[src/rtl/operand_fetch.sv]
// operand_fetch
//   Decode-stage operand reader. Drives the register file's two asynchronous
//   read ports, picks each source operand from x0, same-cycle writeback data
//   or register file data, and captures the result into an ID/EX register.
//   A busy bit per register tracks in-flight destinations. Issue stalls on
//   RAW and WAW hazards against those bits.
//
// Ports
//   clk, rst_n                    clock, asynchronous active-low reset
//   in_valid / in_ready           upstream (decode) handshake
//   in_rs1, in_rs2                source register indices
//   in_rs1_en, in_rs2_en          source read enables
//   in_rd, in_rd_we               destination index and write enable
//   rf_a1, rf_a2                  register file read addresses
//   rf_rd1, rf_rd2                register file read data
//   wb_valid, wb_rd, wb_data      writeback commit
//   flush                         kill the entry held in the output register
//   out_valid / out_ready         downstream (execute) handshake
//   out_rs1_data, out_rs2_data    registered operands
//   out_rd, out_rd_we             registered destination

module operand_fetch #(
  parameter int XLEN = 32,
  parameter int AW   = 5
) (
  input  logic            clk,
  input  logic            rst_n,
  input  logic            in_valid,
  output logic            in_ready,
  input  logic [AW-1:0]   in_rs1,
  input  logic [AW-1:0]   in_rs2,
  input  logic            in_rs1_en,
  input  logic            in_rs2_en,
  input  logic [AW-1:0]   in_rd,
  input  logic            in_rd_we,
  output logic [AW-1:0]   rf_a1,
  output logic [AW-1:0]   rf_a2,
  input  logic [XLEN-1:0] rf_rd1,
  input  logic [XLEN-1:0] rf_rd2,
  input  logic            wb_valid,
  input  logic [AW-1:0]   wb_rd,
  input  logic [XLEN-1:0] wb_data,
  input  logic            flush,
  output logic            out_valid,
  input  logic            out_ready,
  output logic [XLEN-1:0] out_rs1_data,
  output logic [XLEN-1:0] out_rs2_data,
  output logic [AW-1:0]   out_rd,
  output logic            out_rd_we
);

  localparam int NREG = 1 << AW;

  logic [NREG-1:0] busy_q, busy_d;
  logic [NREG-1:0] wbClr;
  logic [NREG-1:0] effBusy;
  logic            hazard;
  logic            accept;
  logic [XLEN-1:0] opA, opB;

  logic            out_valid_q;
  logic [XLEN-1:0] out_rs1_q, out_rs2_q;
  logic [AW-1:0]   out_rd_q;
  logic            out_rd_we_q;

  assign rf_a1 = in_rs1;
  assign rf_a2 = in_rs2;

  // A writeback this cycle retires its register immediately, so the busy
  // view used for hazards already has that bit dropped. x0 never counts.
  always_comb begin
    wbClr = '0;
    if (wb_valid && (wb_rd != '0))
      wbClr[wb_rd] = 1'b1;
    effBusy = busy_q & ~wbClr;
    effBusy[0] = 1'b0;
  end

  // Stall on any enabled source or destination that is still in flight,
  // on a full output register that is not draining, and during a flush.
  always_comb begin
    hazard   = (in_rs1_en && effBusy[in_rs1]) ||
               (in_rs2_en && effBusy[in_rs2]) ||
               (in_rd_we  && effBusy[in_rd]);
    in_ready = !flush && !hazard && (!out_valid_q || out_ready);
    accept   = in_valid && in_ready;
  end

  // Operand select: x0 reads zero, a same-cycle writeback to the index
  // bypasses the register file (whose write edge may not have happened yet).
  always_comb begin
    if (in_rs1 == '0)
      opA = '0;
    else if (wbClr[in_rs1])
      opA = wb_data;
    else
      opA = rf_rd1;

    if (in_rs2 == '0)
      opB = '0;
    else if (wbClr[in_rs2])
      opB = wb_data;
    else
      opB = rf_rd2;
  end

  // Scoreboard next state. Later assignments override earlier ones, so a
  // new issue to a register wins over a writeback or flush clearing it.
  always_comb begin
    busy_d = busy_q;
    if (wb_valid)
      busy_d[wb_rd] = 1'b0;
    if (flush && out_valid_q && out_rd_we_q)
      busy_d[out_rd_q] = 1'b0;
    if (accept && in_rd_we && (in_rd != '0))
      busy_d[in_rd] = 1'b1;
    busy_d[0] = 1'b0;
  end

  always_ff @(posedge clk or negedge rst_n) begin
    if (!rst_n)
      busy_q <= '0;
    else
      busy_q <= busy_d;
  end

  // ID/EX register. Flush empties it; an accept loads it; a drain without
  // a new accept empties it; otherwise every field holds.
  always_ff @(posedge clk or negedge rst_n) begin
    if (!rst_n) begin
      out_valid_q <= 1'b0;
      out_rs1_q   <= '0;
      out_rs2_q   <= '0;
      out_rd_q    <= '0;
      out_rd_we_q <= 1'b0;
    end else if (flush) begin
      out_valid_q <= 1'b0;
    end else if (accept) begin
      out_valid_q <= 1'b1;
      out_rs1_q   <= opA;
      out_rs2_q   <= opB;
      out_rd_q    <= in_rd;
      out_rd_we_q <= in_rd_we;
    end else if (out_ready) begin
      out_valid_q <= 1'b0;
    end
  end

  assign out_valid    = out_valid_q;
  assign out_rs1_data = out_rs1_q;
  assign out_rs2_data = out_rs2_q;
  assign out_rd       = out_rd_q;
  assign out_rd_we    = out_rd_we_q;

endmodule

[config.mk]
export PLATFORM = sky130hd
export DESIGN_NAME = operand_fetch
export DESIGN_NICKNAME = d
export VERILOG_FILES = /design/src/rtl/operand_fetch.sv
export SDC_FILE = /design/constraint.sdc
export NUM_CORES = 1
export LEC_CHECK = 0
export ABC_AREA = 1
export BUFFER_PORTS_ARGS = -buffer_cell sky130_fd_sc_hd__buf_2
export CORE_ASPECT_RATIO = 1.75
export CORE_MARGIN = 1.5
export CORE_UTILIZATION = 55
export CTS_BUF_LIST = sky130_fd_sc_hd__clkbuf_4 sky130_fd_sc_hd__clkbuf_8
export CTS_CLUSTER_SIZE = 40
export DETAILED_ROUTE_END_ITERATION = 10
export PLACE_DENSITY = 0.9
export SLEW_MARGIN = 10
export SYNTH_ARGS = -nofsm -noshare
export SYNTH_HDL_FRONTEND = slang
export SYNTH_SLANG_ARGS = --single-unit
[constraint.sdc]
create_clock -name clk -period 2 [get_ports clk]
set_input_delay 0.1 -clock clk [delete_from_list [all_inputs] [get_ports clk]]
set_output_delay 0.1 -clock clk [all_outputs]
set_load 0.01 [all_outputs]
==> flow_summary.ini, run 1 <==
[clocking]
clockBufferDepth = 2
cts_inserted_buffers = 9
cts-root-buf = clkbuf_8
htree_levels = 3
numClockSinks = 102

[synth]
synth_seq_cells = 102
ys_types = 30
async_flop_share_pct = 100.0
syn_area_um2 = 7194
syn_nets = 1273
yosysSeqAreaShare_pct = 35.48
synthTopCellsByArea = dfrtp_1, nand2_1, nand3_1
ys.flop_type = dfrtp_1
yosysTopAreaCellShare_pct = 35.48
syn_avg_cell_area_um2 = 6.267
syn-instance-count = 1148
synth_edf_count = 0
ys_warn_count = 0
netlist_top_cells_count = nand2_1, nor2_1, nand3_1
synth_area_leader_cell = dfrtp_1
yosysMostFrequentCell = nand2_1

[floorplan]
initial_core_util_pct = 55.91
die_x_um = 89.46
rows = 55
io_pins = 207
fp.dieH_um = 154.3

[outcome]
haltStage = global routing (5_1_grt)
stop_error = [ERROR GRT-0232] Routing congestion too high. Check the congestion heatmap in the GUI.
status = stopped before the end

[global_route]
grt_usage_pct = 64.14
grt_max_degree = 48
grt-ovfl-total = 6

[timing]
worst-ep-kind = register input
crit_endpoint = busy_q[5]$_DFF_PN0_/D

[placement]
dp_hpwl_um = 22310
dp_slack_ns = -0.4855
port_buffers = 206
routabilityCongestion = 1.095
## logic make-up after synthesis
group / synth area share, %
DFF: 35.48
buffers and inverters: 11.46
AOI/OAI and AO/OA: 12.47
and+or+nand+nor: 40.59
## stage by stage
step / util, % / TNS, ns / instances / cell area (µm²) / hold WS [ns]
after global placement: 72.54 / -41.05 / 1602 / 9335 / 0.08439
after detailed placement: 72.54 / -44.28 / 1602 / 9335 / 0.09106
after floorplan: - / 0 / 1148 / 7194 / -0.1956
after CTS: 75.82 / -1.336 / 1627 / 9757 / 0.01116
## metal layers
metal  GRT usage, %  GRT overflow
met1          63.62             0
met4          64.91             3
met5          3.953             0
met2          85.50             3
met3          40.66             0
## what timing repair did
action | 4_1_cts
endpoints found under the hold margin | 34
setup buffers | 5
pin swaps | 6
gates resized for setup | 29
gates cloned | 3
setup endpoints to repair | 101
hold buffers | 2
==> inputs of run 2 (changes only) <==
==> config.mk (replaced) <==
export PLATFORM = sky130hd
export DESIGN_NAME = operand_fetch
export DESIGN_NICKNAME = d
export VERILOG_FILES = /design/src/rtl/operand_fetch.sv
export SDC_FILE = /design/constraint.sdc
export NUM_CORES = 1
export LEC_CHECK = 0
export ABC_AREA = 1
export BUFFER_PORTS_ARGS = -buffer_cell sky130_fd_sc_hd__buf_2
export CORE_MARGIN = 1.5
export CORE_UTILIZATION = 40
export DETAILED_ROUTE_END_ITERATION = 10
export PLACE_DENSITY_LB_ADDON = 0.15
export SLEW_MARGIN = 10
export SYNTH_ARGS = -nofsm -noshare
export SYNTH_HDL_FRONTEND = slang
export SYNTH_SLANG_ARGS = --single-unit
==> run 2 against run 1 <==
  * The flow now finishes, with violations (setup timing)
  * Synthesized cell count stayed put
  * Area after synthesis unchanged
==> flow_summary.ini, run 2 <==
[global_route]
grt_pass1_vias = 8231
grt-ovfl-total = 0
grt_max_degree = 58
grt_usage_pct = 30.20
grt_pass1_wl_um = 43480
antenna_found_initial = 0

[min_path]
hold_path_class = primary input to flop

[critical_path]
crit_chain = inv_1 > o21ai_2 > nand2_1 > inv_1 > nand3_1 > nor2_1 > nand3_1 > nor2_2 > nor2_2 > nand3_4 > nor2_4 > buf_6 > buf_12 > clkbuf_16 > nand3_1 > nand2_1
worst_setup_path_start_kind = flop
cp.arrival_ns = 2.30
cpLargestDelayFamily = simple AND/OR/NAND/NOR gates
cp-end-kind = flop
cp_slowest_cell = dfrtp_1
crit_required_ns = 2.26
crit_fanout = 6
path_buf_inv = 5
slowest_delay_ns = 0.37
cp_common_cell = nand3_1
crit_type = flop to flop

[synth]
netlist_top_cells_count = nand2_1, nor2_1, nand3_1
yosysMostFrequentCell = nand2_1
synth_seq_cells = 102
syn-instance-count = 1148
ys.flop_type = dfrtp_1
synthTopCellsByArea = dfrtp_1, nand2_1, nand3_1
syn_avg_cell_area_um2 = 6.267
yosysTopAreaCellShare_pct = 35.48
yosysSeqAreaShare_pct = 35.48
async_flop_share_pct = 100.0
ys_types = 30
syn_nets = 1273
synth_area_leader_cell = dfrtp_1
syn_area_um2 = 7194
synth_edf_count = 0
ys_warn_count = 0

[finish]
multi_input_area_um2 = 4217
fin_nets = 1596
final_common_cell = nand2_1
drive_gt1_share_pct = 34.49
layout_common_cells = nand2_1, buf_2, buf_4, nor2_1, nand3_1
final_cells = 1701
seqCellArea_um2 = 2552
syn_to_final_growth_pct = 48.61
antennaDiodeCount = 0
n_fill_cell = 1661

[floorplan]
io_pins = 207
core_region_area_um2 = 17420
fp.dieH_um = 137.1
die_x_um = 137.1
rows = 48
initial_core_util_pct = 41.31
dieArea_um2 = 18800

[timing]
fin_crit_ns = 2.044
period_share_pct = 102.2
slew_headroom_pct = 70.93
drv_slew = 0
holdWs_ns = 0.01225
finalWorstSetupSlack_ns = -0.04448
setup-violations-final = 26
hold_violations = 0
max_clock_freq_mhz = 489.1
fin_skew_ns = 0.01402
rsz0062_at_grt = yes
worst_slew_pin_slew_ns = 0.4360

[job]
maxCapViolations = 0

[detailed_routing]
vias = 9190
via_per_inst = 5.403
wl_per_cell_um = 17.31
remaining_drc_errors = 0
finalWirelength_um = 29440
first_iter_violations = 788
dr.pass1.iters = 7
drt.antenna.violating_nets = 0

[placement]
port_buffers = 206
dp_hpwl_um = 20320
dp_cells = 1656
routabilityCongestion = 0.9739

[power]
power_density_nw_per_um2 = 757.3
p_leak_uw = 0.005748
ir_drop_uv = 444.2

[outcome]
violations = setup timing
status = finished, violations left

[clocking]
cts_inserted_buffers = 9
numClockSinks = 102
insertion_delay_ns = 0.37
cts_tree = yes
clockBufferDepth = 2
htree_levels = 3
cts.reportedPaths.clkPinSlew_ns = 0.08
cts-root-buf = clkbuf_16
run 2: cell counts after synthesis:
No cell type changed its count.
run 2: area by class of cell:
cell class / count / share of cell area, %
well taps: 225 / 2.633
flip-flops and latches: 102 / 23.87
clock buffers: 10 / 2.235
repair buffers: 385 / 27.14
clock inverters: 6 / 0.5383
multi-input cells: 860 / 39.44
inverters: 113 / 4.143
run 2: kinds of logic after synthesis:
kind of cell    Yosys count  synth area share [%]
simple gates            693                 40.59
compound gates          167                 12.47
flops                   102                 35.48
buf+inv                 186                 11.46
run 2: worst register-to-register path, stage by stage (launching register included):
cell and delay (ns):
dfrtp_1 0.37, inv_1 0.08, o21ai_2 0.17, nand2_1 0.07, inv_1 0.05, nand3_1 0.08
nor2_1 0.10, nand3_1 0.09, nor2_2 0.15, nor2_2 0.07, nand3_4 0.08, nor2_4 0.05
buf_6 0.12, buf_12 0.14, clkbuf_16 0.17, nand3_1 0.09, nand2_1 0.06
run 2: per-layer routing:
metal  GRT usage (%)  vias to the layer above  wire length [µm]
met5               0                        -                 0
met4           11.29                        0               927
met3           4.296                       91              2332
met2           47.35                      475             13470
met1           42.19                     4268             12710
li1                -                     4356                 -
run 2: stage by stage:
| step | instance area (µm²) | setup TNS [ns] | total power, µW | worst slack (ns) | utilization [%] |
|---|---|---|---|---|---|
| after floorplan | 7194 | 0 | 4502 | 0.05127 | - |
| after global placement | 9390 | -40.90 | 5877 | -0.4658 | 53.92 |
| after detailed placement | 9390 | -43.00 | 5904 | -0.4782 | 53.92 |
| after CTS | 10070 | -0.4005 | 7849 | -0.02988 | 57.84 |
| after global routing | 10690 | -5.549 | 8597 | -0.09844 | 61.39 |
| final | 10690 | -0.3193 | 8096 | -0.04448 | 61.39 |
run 2: final timing paths:
| kind | from | endpoint | slack [ns] | cells past startpoint |
|---|---|---|---|---|
| worst max-delay path | busy_q[26]$_DFF_PN0_ | out_rs1_data[7]$_DFFE_PN0P_ | -0.04 | 16 |
| worst min-delay path | out_ready | out_valid$_DFFE_PN0P_ | 0.01 | 4 |
| worst max register to register | busy_q[26]$_DFF_PN0_ | out_rs1_data[7]$_DFFE_PN0P_ | -0.04 | 16 |
| worst min register to register | out_rs1_data[24]$_DFFE_PN0P_ | out_rs1_data[24]$_DFFE_PN0P_ | 0.47 | 2 |
| max in group asynchronous | rst_n | out_rs2_data[6]$_DFFE_PN0P_ | 1.14 | 3 |
| min in group asynchronous | rst_n | out_rd[0]$_DFFE_PN0P_ | 0.22 | 2 |
run 2: power by group:
part           internal (µW)  switching [µW]  leakage, µW  total (µW)
Combinational           1410            1900      0.00432        3310
Clock                    914             896     0.000148        1810
Sequential              2630             342      0.00128        2980
run 2: what timing repair did:
item,4_1_cts,5_1_grt
gates cloned,6,9
pin swaps,7,50
endpoints found under the hold margin,28,0
setup buffers,8,7
hold buffers,2,0
endpoints found under the setup margin,93,102
resized for setup,44,122
Note: power is estimated with default switching activity, not from simulation.
